### src/rtl/output_device_bank_pkg.sv
// Shared constants and register-select type for the memory-mapped output device bank.
// The MODE and PULSE_LEN registers sit directly after the channel data registers.
package output_device_bank_pkg;

    localparam int PULSE_CNT_WIDTH = 16;

    typedef enum logic [1:0] {
        REG_NONE,
        REG_DATA,
        REG_MODE,
        REG_PULSE_LEN
    } reg_sel_e;

    function automatic int mode_offset(input int num_devices);
        return num_devices;
    endfunction

    function automatic int pulse_len_offset(input int num_devices);
        return num_devices + 1;
    endfunction

endpackage

### src/rtl/output_device_bank_output_channel.sv
// One output channel: a data register plus a down-counter that clears the data
// when a pulse expires.
module output_channel
    import output_device_bank_pkg::*;
#(
    parameter int DATA_WIDTH = 32
) (
    input  logic                       clk,
    input  logic                       reset,
    input  logic                       wr_en,
    input  logic [DATA_WIDTH-1:0]      data,
    input  logic                       pulse_en,
    input  logic [PULSE_CNT_WIDTH-1:0] pulse_len,
    output logic [DATA_WIDTH-1:0]      data_out,
    output logic                       busy
);

    logic [DATA_WIDTH-1:0]      data_q, data_d;
    logic [PULSE_CNT_WIDTH-1:0] cnt_q, cnt_d;

    // An expiring pulse clears the channel even if pulse mode is dropped on the
    // same edge, so a pulse value is never visible for more than its length.
    always_comb begin
        data_d = data_q;
        cnt_d  = cnt_q;
        if (wr_en) begin
            data_d = data;
            cnt_d  = pulse_en ? pulse_len : '0;
        end else if (cnt_q == PULSE_CNT_WIDTH'(1)) begin
            data_d = '0;
            cnt_d  = '0;
        end else if (!pulse_en) begin
            cnt_d  = '0;
        end else if (cnt_q != '0) begin
            cnt_d  = cnt_q - PULSE_CNT_WIDTH'(1);
        end
    end

    always_ff @(posedge clk or posedge reset) begin
        if (reset) begin
            data_q <= '0;
            cnt_q  <= '0;
        end else begin
            data_q <= data_d;
            cnt_q  <= cnt_d;
        end
    end

    assign data_out = data_q;
    assign busy     = (cnt_q != '0);

endmodule

### src/rtl/output_device_bank.sv
// Bank of memory-mapped output channels with MODE/PULSE_LEN control registers
// and a registered readback path.
module output_device_bank
    import output_device_bank_pkg::*;
#(
    parameter int NUM_DEVICES = 4,
    parameter int DATA_WIDTH  = 32,
    parameter int ADDR_WIDTH  = 16,
    parameter int BASE_ADDR   = 0
) (
    input  logic                              clk,
    input  logic                              reset,
    input  logic [ADDR_WIDTH-1:0]             address,
    input  logic [DATA_WIDTH-1:0]             value,
    input  logic                              is_write,
    input  logic                              is_read,
    output logic [DATA_WIDTH-1:0]             read_value,
    output logic                              read_valid,
    output logic [NUM_DEVICES*DATA_WIDTH-1:0] device_values,
    output logic [NUM_DEVICES-1:0]            busy
);

    localparam int MODE_OFF = mode_offset(NUM_DEVICES);
    localparam int PLEN_OFF = pulse_len_offset(NUM_DEVICES);

    logic [ADDR_WIDTH:0]        offset_ext;
    logic [ADDR_WIDTH-1:0]      offset;
    reg_sel_e                   sel;
    logic [NUM_DEVICES-1:0]     chan_wr;

    logic [NUM_DEVICES-1:0]     mode_q, mode_d;
    logic [PULSE_CNT_WIDTH-1:0] pulse_len_q, pulse_len_d;
    logic [DATA_WIDTH-1:0]      read_value_q, read_value_d;
    logic                       read_valid_q, read_valid_d;
    logic [DATA_WIDTH-1:0]      rd_data;
    logic [DATA_WIDTH-1:0]      ch_data [NUM_DEVICES];

    // The extra top bit flags addresses below BASE_ADDR as a borrow.
    assign offset_ext = {1'b0, address} - {1'b0, ADDR_WIDTH'(BASE_ADDR)};
    assign offset     = offset_ext[ADDR_WIDTH-1:0];

    always_comb begin
        sel = REG_NONE;
        if (!offset_ext[ADDR_WIDTH]) begin
            if (offset < ADDR_WIDTH'(NUM_DEVICES)) begin
                sel = REG_DATA;
            end else if (offset == ADDR_WIDTH'(MODE_OFF)) begin
                sel = REG_MODE;
            end else if (offset == ADDR_WIDTH'(PLEN_OFF)) begin
                sel = REG_PULSE_LEN;
            end
        end
    end

    always_comb begin
        chan_wr = '0;
        for (int i = 0; i < NUM_DEVICES; i++) begin
            chan_wr[i] = is_write && (sel == REG_DATA) && (offset == ADDR_WIDTH'(i));
        end
    end

    always_comb begin
        mode_d      = mode_q;
        pulse_len_d = pulse_len_q;
        if (is_write && sel == REG_MODE) begin
            mode_d = value[NUM_DEVICES-1:0];
        end
        if (is_write && sel == REG_PULSE_LEN) begin
            pulse_len_d = value[PULSE_CNT_WIDTH-1:0];
        end
    end

    // Read mux sees pre-edge register contents, giving read-before-write ordering.
    always_comb begin
        rd_data = '0;
        case (sel)
            REG_DATA: begin
                for (int i = 0; i < NUM_DEVICES; i++) begin
                    if (offset == ADDR_WIDTH'(i)) begin
                        rd_data = ch_data[i];
                    end
                end
            end
            REG_MODE:      rd_data = DATA_WIDTH'(mode_q);
            REG_PULSE_LEN: rd_data = DATA_WIDTH'(pulse_len_q);
            default:       rd_data = '0;
        endcase
    end

    assign read_value_d = is_read ? rd_data : read_value_q;
    assign read_valid_d = is_read;

    always_ff @(posedge clk or posedge reset) begin
        if (reset) begin
            mode_q       <= '0;
            pulse_len_q  <= '0;
            read_value_q <= '0;
            read_valid_q <= 1'b0;
        end else begin
            mode_q       <= mode_d;
            pulse_len_q  <= pulse_len_d;
            read_value_q <= read_value_d;
            read_valid_q <= read_valid_d;
        end
    end

    // Channels see the post-write MODE so a cleared bit cancels the pulse on the same edge.
    generate
        for (genvar gi = 0; gi < NUM_DEVICES; gi++) begin : g_chan
            output_channel #(
                .DATA_WIDTH (DATA_WIDTH)
            ) u_chan (
                .clk       (clk),
                .reset     (reset),
                .wr_en     (chan_wr[gi]),
                .data      (value),
                .pulse_en  (mode_d[gi]),
                .pulse_len (pulse_len_q),
                .data_out  (ch_data[gi]),
                .busy      (busy[gi])
            );
            assign device_values[gi*DATA_WIDTH +: DATA_WIDTH] = ch_data[gi];
        end
    endgenerate

    assign read_value = read_value_q;
    assign read_valid = read_valid_q;

endmodule

### config.mk
export PLATFORM = sky130hd
export DESIGN_NAME = output_device_bank
export DESIGN_NICKNAME = d
export VERILOG_FILES = /design/src/rtl/output_device_bank_pkg.sv /design/src/rtl/output_device_bank_output_channel.sv /design/src/rtl/output_device_bank.sv
export SDC_FILE = /design/constraint.sdc
export NUM_CORES = 1
export LEC_CHECK = 0
export BUFFER_PORTS_ARGS = -buffer_cell sky130_fd_sc_hd__clkbuf_2
export CAP_MARGIN = 20
export CORE_MARGIN = 5
export CORE_UTILIZATION = 51
export CTS_BUF_LIST = sky130_fd_sc_hd__clkbuf_4 sky130_fd_sc_hd__clkbuf_8 sky130_fd_sc_hd__clkbuf_16
export CTS_CLUSTER_SIZE = 24
export DETAILED_ROUTE_END_ITERATION = 10
export PLACE_DENSITY_LB_ADDON = 0.12
export SYNTH_ARGS = -nofsm -noshare
export SYNTH_HDL_FRONTEND = slang
export SYNTH_SLANG_ARGS = --single-unit
### constraint.sdc
create_clock -name clk -period 8.8 [get_ports clk]
set_input_delay 1.76 -clock clk [delete_from_list [all_inputs] [get_ports clk]]
set_output_delay 1.76 -clock clk [all_outputs]
set_load 0.01 [all_outputs]
* Word level (Yosys, flattened, before mapping) *
Index checks and enable logic that the tools add are counted.

storage, ports and cells
  output and inout port bits = 165
  word-level logic and storage cells = 86
  register bits after elaboration = 245

cells by class
  reductions and logical operators = 16
  muxes and demuxes = 37
  add/subtract/negate cells = 4
  equality and inequality tests = 16
  order comparisons = 1

operators with widths
  operator               number
  $mux 32                12
  $mux 16                20
  $pmux 32 s3            1
  $eq 16x1->1 const B    5
  $reduce_bool 16->1     4
  $sub 16x1->16 const B  4
  $eq 16x2->1 const B    2
  $eq 16x3->1 const B    2
  $logic_not 16->1       1
  $lt 16x3->1 const B    1
  $ne 4x1->1 const B     4
  $reduce_bool 2->1      4
  $logic_and 1x1->1      7
  $mux 2                 3
  $eq 2x2->1 const B     2
  $mux 4                 1
  $eq 2x1->1 const B     1

* Depth between registers and ports, before layout *
Gate-level depths: netlist of run 1.

  word-level depth = 10
  gate-level depth with buffers = 9

* Modules after synthesis *
A second synthesis of run 1 with hierarchy kept.

unflattened totals
  cells, all modules = 996
  area, all modules = 11946.5 um^2

modules (own cells, without submodules)
  module              area an instance (um^2)  instances  cells an instance
  output_channel      2185.8                   4          187
  output_device_bank  3203.1                   1          248

* Worst setup path after synthesis of run 1 *
OpenSTA, ideal clock, no wires.

  path type = in2reg
  start = in address[4]
  end = reg g_chan[3].u_chan.cnt_q[2]
  arrival time = 3.282 ns
  setup time = 0.122 ns
  data required time = 8.678 ns
  setup slack = 5.396 ns
  stages on the path = 7
  buffers on the path = 1
  cell sequence = nor4_4 nand4_1 nor2_2 mux2i_1 a21o_1 buf_6 nor2_1

between the ends
  word-level cells in the longest chain between the ends = 10
  elaborated cells on any way between the ends = 18
  those cells by class = 1 x order compare; 6 x eq/ne; 8 x mux; 3 x reduce/logical

RTL lines
  item                                                                  line                                     source
  from (decl)                                                           output_device_bank.sv:13                 input logic [ADDR_WIDTH-1:0] address,
  parallel branches: the longest is 10 deep, another holds $lt 16x3->1  n/a
  to (signal assigned)                                                  output_device_bank_output_channel.sv:45  cnt_q <= cnt_d;
  to (decl)                                                             output_device_bank_output_channel.sv:19  logic [PULSE_CNT_WIDTH-1:0] cnt_q, cnt_d;

Parallel ways; which one is timed is not known.
A chain may end at the register's enable or synchronous reset.

* Worst setup path in the final report of run 1 *
  start = reg g_chan[3].u_chan.cnt_q[6]
  end = out busy[3]

between the ends
  word-level cells in the longest chain between the ends = 1

RTL lines
  item                line                                     source
  $reduce_bool 16->1  output_device_bank_output_channel.sv:50  assign busy = (cnt_q != '0);
  to (decl)           output_device_bank.sv:20                 output logic [NUM_DEVICES-1:0] busy

Every way passes these cells.

==> metrics.md, run 1 <==
| Metric | Value |
|---|---|
| Status | finished clean |
| Max clock buf depth | 3 |
| H-tree levels | 1 |
| Post-synthesis compound-gate area fraction | approximately an eighth |
| Hold Vio Cnt, Final | 0 |
| Critical Path, Cell by Cell | nor4_2, nand4_1, nor2_1, nand2_1, clkbuf_2 |
| Share of cells above drive strength 1 | 27.4% |
| Max-Cap Viols | 0 |
| RSZ-0062 raised after global routing | false |
| Pint | between 2 and 2.5 mW |
| Met3 usage | under 10% |
| Yosys cell types | 63 |
| Post-DP HPWL | 24.8 mm |
| Switching share of power | between 20% and 30% |
| Met1 Track Usage GR | between 30% and 40% |
| Top_reg_cell synth | dfrtp_1 |
| Area Overhead vs Synth | 19.7% |
| Largest vdd supply drop | 0.153 mV |
| Kind of critical path | reg -> out |
| Final instance area | between 10000 and 15000 um^2 |
| Placer Congestion | 0.884 |
| Sequential-to-total area share from yosys stat | 50.6% |
| Final Cycle Share | 47.1% |
| Worst-path clk slew | 60 ps |
| PwrDens | 176 nW/um^2 |
| Die area | 26900 um^2 |
| Slew Limit Headroom | between 30% and 40% |
| Crit path max fanout | 6 |
| Postcts setup bufs | 0 |
| Main area contributors after synthesis | dfrtp_1 51%, nand2_1 7.5%, mux4_2 5.9%, nand3_1 3.7%, a22oi_1 2.4% |
| Detailed-route wire length | 39.1 mm |
| Synth Area in XOR/XNOR | 3.90% |
| Combinational family with the most area after synthesis | simple AND/OR/NAND/NOR gates |
| Combinational share of power | ~3.6% |
| R2R depth | 6 |
| Data required time at the worst endpoint | 7040 ps |
| Initial Utilization | just over 50% |
| FMAX | roughly 240 MHz |
| Synth cell count leaders | 245 x dfrtp_1, 242 x nand2_1, 90 x nand3_1 |
| Number of fill cells in the layout | about 2.0k |
| Cell taking the most area after synthesis | dfrtp_1 |
| Post-Syn Nets | 1255 |
| Routed Antenna Nets | 0 |
| CTS tree | done |
| Worst min path class | reg -> reg |
| # setup viols final | 0 |
| Clock latency on the worst-skew pair | 550 ps |
| Number of cell rows | 56 |
| Iteration count of the initial detailed-routing pass | 7 |
| Core area | roughly 23000 um^2 |
| Slowest cell on crit path | nor4_2 |
| Met2 Use GR | between 40% and 50% |
| Sequential power share | between 40 and 50% |
| Post-synthesis mux area share | 7.75% |
| Number of gates resized after CTS | 0 |
| Vias in the first global route | 10.3k |
| Drt first-iter violations | 1085 |
| CTS sink count | 245 |
| Fin crit period | 4150 ps |
| Vias post-DR | 10.2k |
| Post-synthesis adder-cell area fraction | approximately 1.2% |
| Num CTS Buffers | 28 |
| Skew final | 10.3 ps |
| Final Hold Slack | 511 ps |
| Synth warnings | 0 |
| Arr. time, crit path | 2390 ps |
| Critical path endpoint category | output port |
| Initial antenna violation count | 0 |
| Top-count cell post-synth | dfrtp_1 |
| Placed cell area | 13400 um^2 |
| Hold path depth | 2 |
| Async SR Flop Fraction | 100% |
| Number of diodes | 0 |
| Cts hold-fix bufs | 0 |
| Final Util | ~60% |
| Chip width | approximately 160 um |
| Largest net degree at the start of global routing | 133 |
| Die H | around 160 um |
| Sw power | 553 uW |
| #FFs+latches synth | 245 |
| Net count, final | 1442 |
| First-pass GRT wire length | around 60 mm |
| Synth Area in Simple Gates | between 20% and 30% |
| Post-Syn Instances | 1191 |
| Part of the power in the clock network | around 52% |
| Leakage | 7.23 nW |
| Worst Tran Pin Value | between 900 and 1000 ps |
| Avg Inst Size Synth | 10.2 um^2 |
| Port bufs | 216 |
| DR WL/cell | 22.7 um |
| CP Launch Type | flip-flop |
| Setup_tns | 0 ps |
| Drt via density | between 5 and 6 |
| IO Count | approximately 220 |
| Clk root buf | clkbuf_16 |
| Residual DRC | 0 |
| GR Overflow Total | 0 |
| Mapped cell area | 12100 um^2 |
| Share of the synthesized area in the top cell type | 50.6% |
| GRT Overall Usage | slightly below 30% |
| EDFF count, synth | 0 |
| Slowest stage delay, CP | 610 ps |
| Most used routing layer | met2 |
| Final slew viol count | 0 |
==> metrics by stage <==
step | worst slack [ps] | instances | total power [mW]
3_3_place_gp | 4310 | 1665 | 1.24
5_1_grt | 4430 | 1719 | 2.63
3_5_place_dp | 4270 | 1665 | 1.24
2_1_floorplan | 310 | 1191 | 1.20
6_report | 4650 | 1719 | 2.56
4_1_cts | 4630 | 1717 | 2.57
==> cell usage in the layout, fill, tap and decap left out, types with 6 or more instances in the layout <==
cell type / instances
nor3_1: 23
nand2_1: 242
a22oi_1: 38
clkbuf_8: 6
a22o_1: 31
o22ai_1: 16
nor2_1: 60
inv_1: 46
ha_1: 12
mux4_2: 32
nor2_2: 11
nand3_1: 89
xor2_1: 30
a21oi_1: 21
mux2_2: 15
buf_4: 14
nand4_1: 10
xnor2_1: 24
dfrtp_1: 245
clkbuf_2: 216
nor4_1: 9
o21ai_0: 55
bufinv_16: 7
a22oi_2: 10
clkbuf_16: 28
a32oi_1: 9
==> worst max-delay path: cells and delay by family (launching register included) <==
kind / cells / cell delay (ps)
buffers and inverters: 1 / 140
flip-flops: 1 / 430
AND/OR/NAND/NOR: 4 / 1260
==> final cells by class <==
cell class / count / area (um^2) / share of cell area (%)
sequential: 245 / 6130 / 42.2
timing repair buffer: 232 / 1230 / 8.45
multi-input combinational: 824 / 5500 / 37.9
clock inverter: 15 / 268 / 1.85
inverter: 47 / 184 / 1.27
clock buffer: 37 / 806 / 5.55
tap: 319 / 399 / 2.75
==> cell families after synthesis <==
family | after synthesis
buffers and inverters | 122
and+or+nand+nor | 506
AOI/OAI and AO/OA | 200
DFF | 245
xor gates and xnor gates | 54
muxes | 52
adders and majority gates | 12
==> layer usage <==
| layer | part of all wire (%) | up-vias |
|---|---|---|
| met5 | 0 | - |
| met1 | 41 | 5089 |
| met2 | 48 | 473 |
| met3 | 8.9 | 71 |
| met4 | 2.5 | 0 |
| li1 | - | 4577 |
==> flip-flops by register name (all words and copies together), names as in the netlist <==
register and cells:
g_chan.u_chan.cnt_q 64, g_chan.u_chan.data_out 128, pulse_len_q 16, read_value 32
mode_q 4, read_valid 1
==> worst paths after layout <==
kind | start | to | slack (ps)
hold / removal | g_chan[1].u_chan.data_out[8]$_DFFE_PP0P_ | g_chan[1].u_chan.data_out[8]$_DFFE_PP0P_ | 510
max in group asynchronous | reset | g_chan[0].u_chan.data_out[5]$_DFFE_PP0P_ | 6070
hold reg to reg | g_chan[1].u_chan.data_out[8]$_DFFE_PP0P_ | g_chan[1].u_chan.data_out[8]$_DFFE_PP0P_ | 510
setup / recovery | g_chan[3].u_chan.cnt_q[6]$_DFFE_PP0P_ | busy[3] | 4650
setup reg to reg | g_chan[3].u_chan.cnt_q[2]$_DFFE_PP0P_ | g_chan[3].u_chan.cnt_q[15]$_DFFE_PP0P_ | 6080
min in group asynchronous | reset | read_value[26]$_DFFE_PP0P_ | 1440
==> power groups by stage <==
stage	clock network (mW)	registers, mW	logic, mW
6_report	1.34	1.13	0.0917
5_1_grt	1.40	1.13	0.102
4_1_cts	1.35	1.13	0.0932
3_5_place_dp	0	1.15	0.0926
3_3_place_gp	0	1.15	0.0923
2_1_floorplan	0	1.15	0.0494
(Power assumes the default switching activity.)
==> run 2, diff against run 1 <==
==> constraint.sdc (replaced) <==
create_clock -name clk -period 3.7 [get_ports clk]
set_input_delay 0.74 -clock clk [delete_from_list [all_inputs] [get_ports clk]]
set_output_delay 0.74 -clock clk [all_outputs]
set_load 0.01 [all_outputs]
==> run 2 against run 1 <==
Cell area about the same. Global-route usage rose by 0.056 points. First-iteration DRC count down 12%. Power rose by 130%. Via count hardly changed. Critical path depth fell by 1. Critical path type unchanged. Register-to-register slack got worse by 5200 ps. Worst hold slack got worse by 94 ps. Core utilization hardly changed. Final cell count rose by 0.64%.
==> metrics.md, run 2 (synthesized netlist as in run 1, its figures left out) <==
| Metric | Value |
|---|---|
| Number of diodes | 0 (unchanged) |
| Hold Vio Cnt, Final | 0 (unchanged) |
| Drt via density | 5.90 (was 5.94) |
| H-tree levels | 1 (unchanged) |
| Final slew viol count | 0 (unchanged) |
| Final Cycle Share | 84.1% |
| # setup viols final | 0 (unchanged) |
| PwrDens | 399 nW/um^2 (was 176 nW/um^2) |
| Kind of critical path | reg -> out (unchanged) |
| Slew Limit Headroom | 32.0% (was 35.0%) |
| Max-Cap Viols | 0 (unchanged) |
| DR WL/cell | 22.6 um (was 22.7 um) |
| Clock latency on the worst-skew pair | 540 ps (was 550 ps) |
| Number of fill cells in the layout | 2018 (was 1961) |
| Skew final | 9.48 ps (was 10.3 ps) |
| Max clock buf depth | 3 (unchanged) |
| Die H | 164 um (unchanged) |
| Crit path max fanout | 6 (unchanged) |
| Switching share of power | 22.2% (was 21.6%) |
| Largest register FFs | 128 (unchanged) |
| GRT Overall Usage | 29.1% (was 29.0%) |
| Non-Filler Instances | 1730 (was 1719) |
| First-pass GRT wire length | 60.6 mm (was 60.3 mm) |
| Post-Place Cells | 1679 (was 1665) |
| Iteration count of the initial detailed-routing pass | 7 (unchanged) |
| Largest vdd supply drop | 0.340 mV (was 0.153 mV) |
| Final worst setup slack | 588 ps (was 4650 ps) |
| Drt first-iter violations | 950 (was 1085) |
| Detailed-route wire length | 39.2 mm (was 39.1 mm) |
| Part of the power in the clock network | 49.8% (was 52.3%) |
| Port bufs | 216 (unchanged) |
| Largest net degree at the start of global routing | 176 (was 133) |
| Number of cell rows | 56 (unchanged) |
| Worst Tran Pin Value | 1020 ps (was 974 ps) |
| Critical path endpoint category | output port (unchanged) |
| Number of gates resized after CTS | 0 (unchanged) |
| Share of cells above drive strength 1 | 27.9% (was 27.4%) |
| CTS sink count | 245 (unchanged) |
| Placer Congestion | 0.897 (was 0.884) |
| Net count, final | 1454 (was 1442) |
| R2R depth | 8 (was 6) |
| Sw power | 1.29 mW (was 553 uW) |
| Chip width | 164 um (unchanged) |
| Setup_tns | 0 ps (unchanged) |
| Final Util | 61.9% (was 61.8%) |
| Final Hold Slack | 417 ps (was 511 ps) |
| Worst min path class | in -> async (was reg -> reg) |
| Pwr Total | 5.80 mW (was 2.56 mW) |
| CP Launch Type | flip-flop (unchanged) |
| Clk root buf | clkbuf_16 (unchanged) |
| Initial antenna violation count | 0 (unchanged) |
| Data required time at the worst endpoint | 2960 ps (was 7040 ps) |
| RSZ-0062 raised after global routing | false (unchanged) |
| Area Overhead vs Synth | 19.8% (was 19.7%) |
| Fin crit period | around 3100 ps |
| Die area | 26900 um^2 (unchanged) |
| Core area | 23500 um^2 (unchanged) |
| Pre-CTS setup slack | 635 ps (was 4270 ps) |
| Commonest non-fill, non-tap cell in the layout | dfrtp_1 (unchanged) |
| Vias post-DR | 10.2k (about the same) |
| Pint | 4.51 mW (was 2.01 mW) |
| Status | finished clean (unchanged) |
| Leakage | 7.25 nW (was 7.23 nW) |
| Cts hold-fix bufs | 0 (unchanged) |
| Arr. time, crit path | 2370 ps (was 2390 ps) |
| Placed cell area | 13500 um^2 (was 13400 um^2) |
| Combinational share of power | 3.8% (was 3.6%) |
| FMAX | roughly 320 MHz |
| Most frequent cells in the layout | 245 x dfrtp_1, 242 x nand2_1, 216 x clkbuf_2 (unchanged) |
| Num CTS Buffers | 27 (was 28) |
| IO Count | 217 (unchanged) |
| Final instance area | 14500 um^2 (about the same) |
| Residual DRC | 0 (unchanged) |
| Vias in the first global route | 10.5k (was 10.3k) |
| Initial Utilization | 51.6% (unchanged) |
| CTS tree | done (unchanged) |
| GR Overflow Total | 0 (unchanged) |
| Worst-path clk slew | 60 ps (about the same) |
| Post-DP HPWL | 25.4 mm (was 24.8 mm) |
| Routed Antenna Nets | 0 (unchanged) |
| Sequential power share | 46.4% (was 44.2%) |
| Postcts setup bufs | 0 (unchanged) |
run 2: power groups by stage:
| stage | combinational [mW] | clock, mW | sequential, mW |
|---|---|---|---|
| 6_report | 0.221 | 2.89 | 2.69 |
| 5_1_grt | 0.243 | 3.03 | 2.69 |
| 4_1_cts | 0.224 | 2.92 | 2.69 |
| 3_5_place_dp | 0.222 | 0 | 2.74 |
| 3_3_place_gp | 0.221 | 0 | 2.74 |
| 2_1_floorplan | 0.118 | 0 | 2.74 |
run 2: final cells by class:
type | instances | area (um^2) | share of cell area, %
well taps | 319 | 399 | 2.75
clock inverters | 12 | 150 | 1.03
inverters | 47 | 180 | 1.24
repair buffers | 245 | 1340 | 9.25
flip-flops and latches | 245 | 6130 | 42.2
multi-input cells | 824 | 5500 | 37.9
clock buffers | 38 | 821 | 5.65
run 2: worst paths after layout:
| check | from | end | slack, ps |
|---|---|---|---|
| setup / recovery | g_chan[2].u_chan.cnt_q[2]$_DFFE_PP0P_ | busy[2] | 590 |
| hold / removal | reset | read_value[27]$_DFFE_PP0P_ | 420 |
| setup reg to reg | g_chan[0].u_chan.cnt_q[6]$_DFFE_PP0P_ | g_chan[0].u_chan.cnt_q[0]$_DFFE_PP0P_ | 930 |
| hold reg to reg | g_chan[1].u_chan.data_out[0]$_DFFE_PP0P_ | g_chan[1].u_chan.data_out[0]$_DFFE_PP0P_ | 510 |
| max in group asynchronous | reset | g_chan[2].u_chan.cnt_q[13]$_DFFE_PP0P_ | 2490 |
| min in group clk | value[20] | g_chan[1].u_chan.data_out[20]$_DFFE_PP0P_ | 450 |
run 2: metal layers:
layer	track usage [%]	vias to the layer above	share of wire (%)	wire, um
li1	-	4590	-	-
met1	39.3	5115	41	16100
met2	46.8	425	48	18600
met3	7.68	74	8.8	3440
met4	8.08	0	2.5	995
met5	0	-	0	0
run 2: worst max-delay path, cell delays in order (launching register included):
cell	delay, ps
dfrtp_1	430
or4_4	580
nor3_4	240
nand4_1	350
clkbuf_2	250
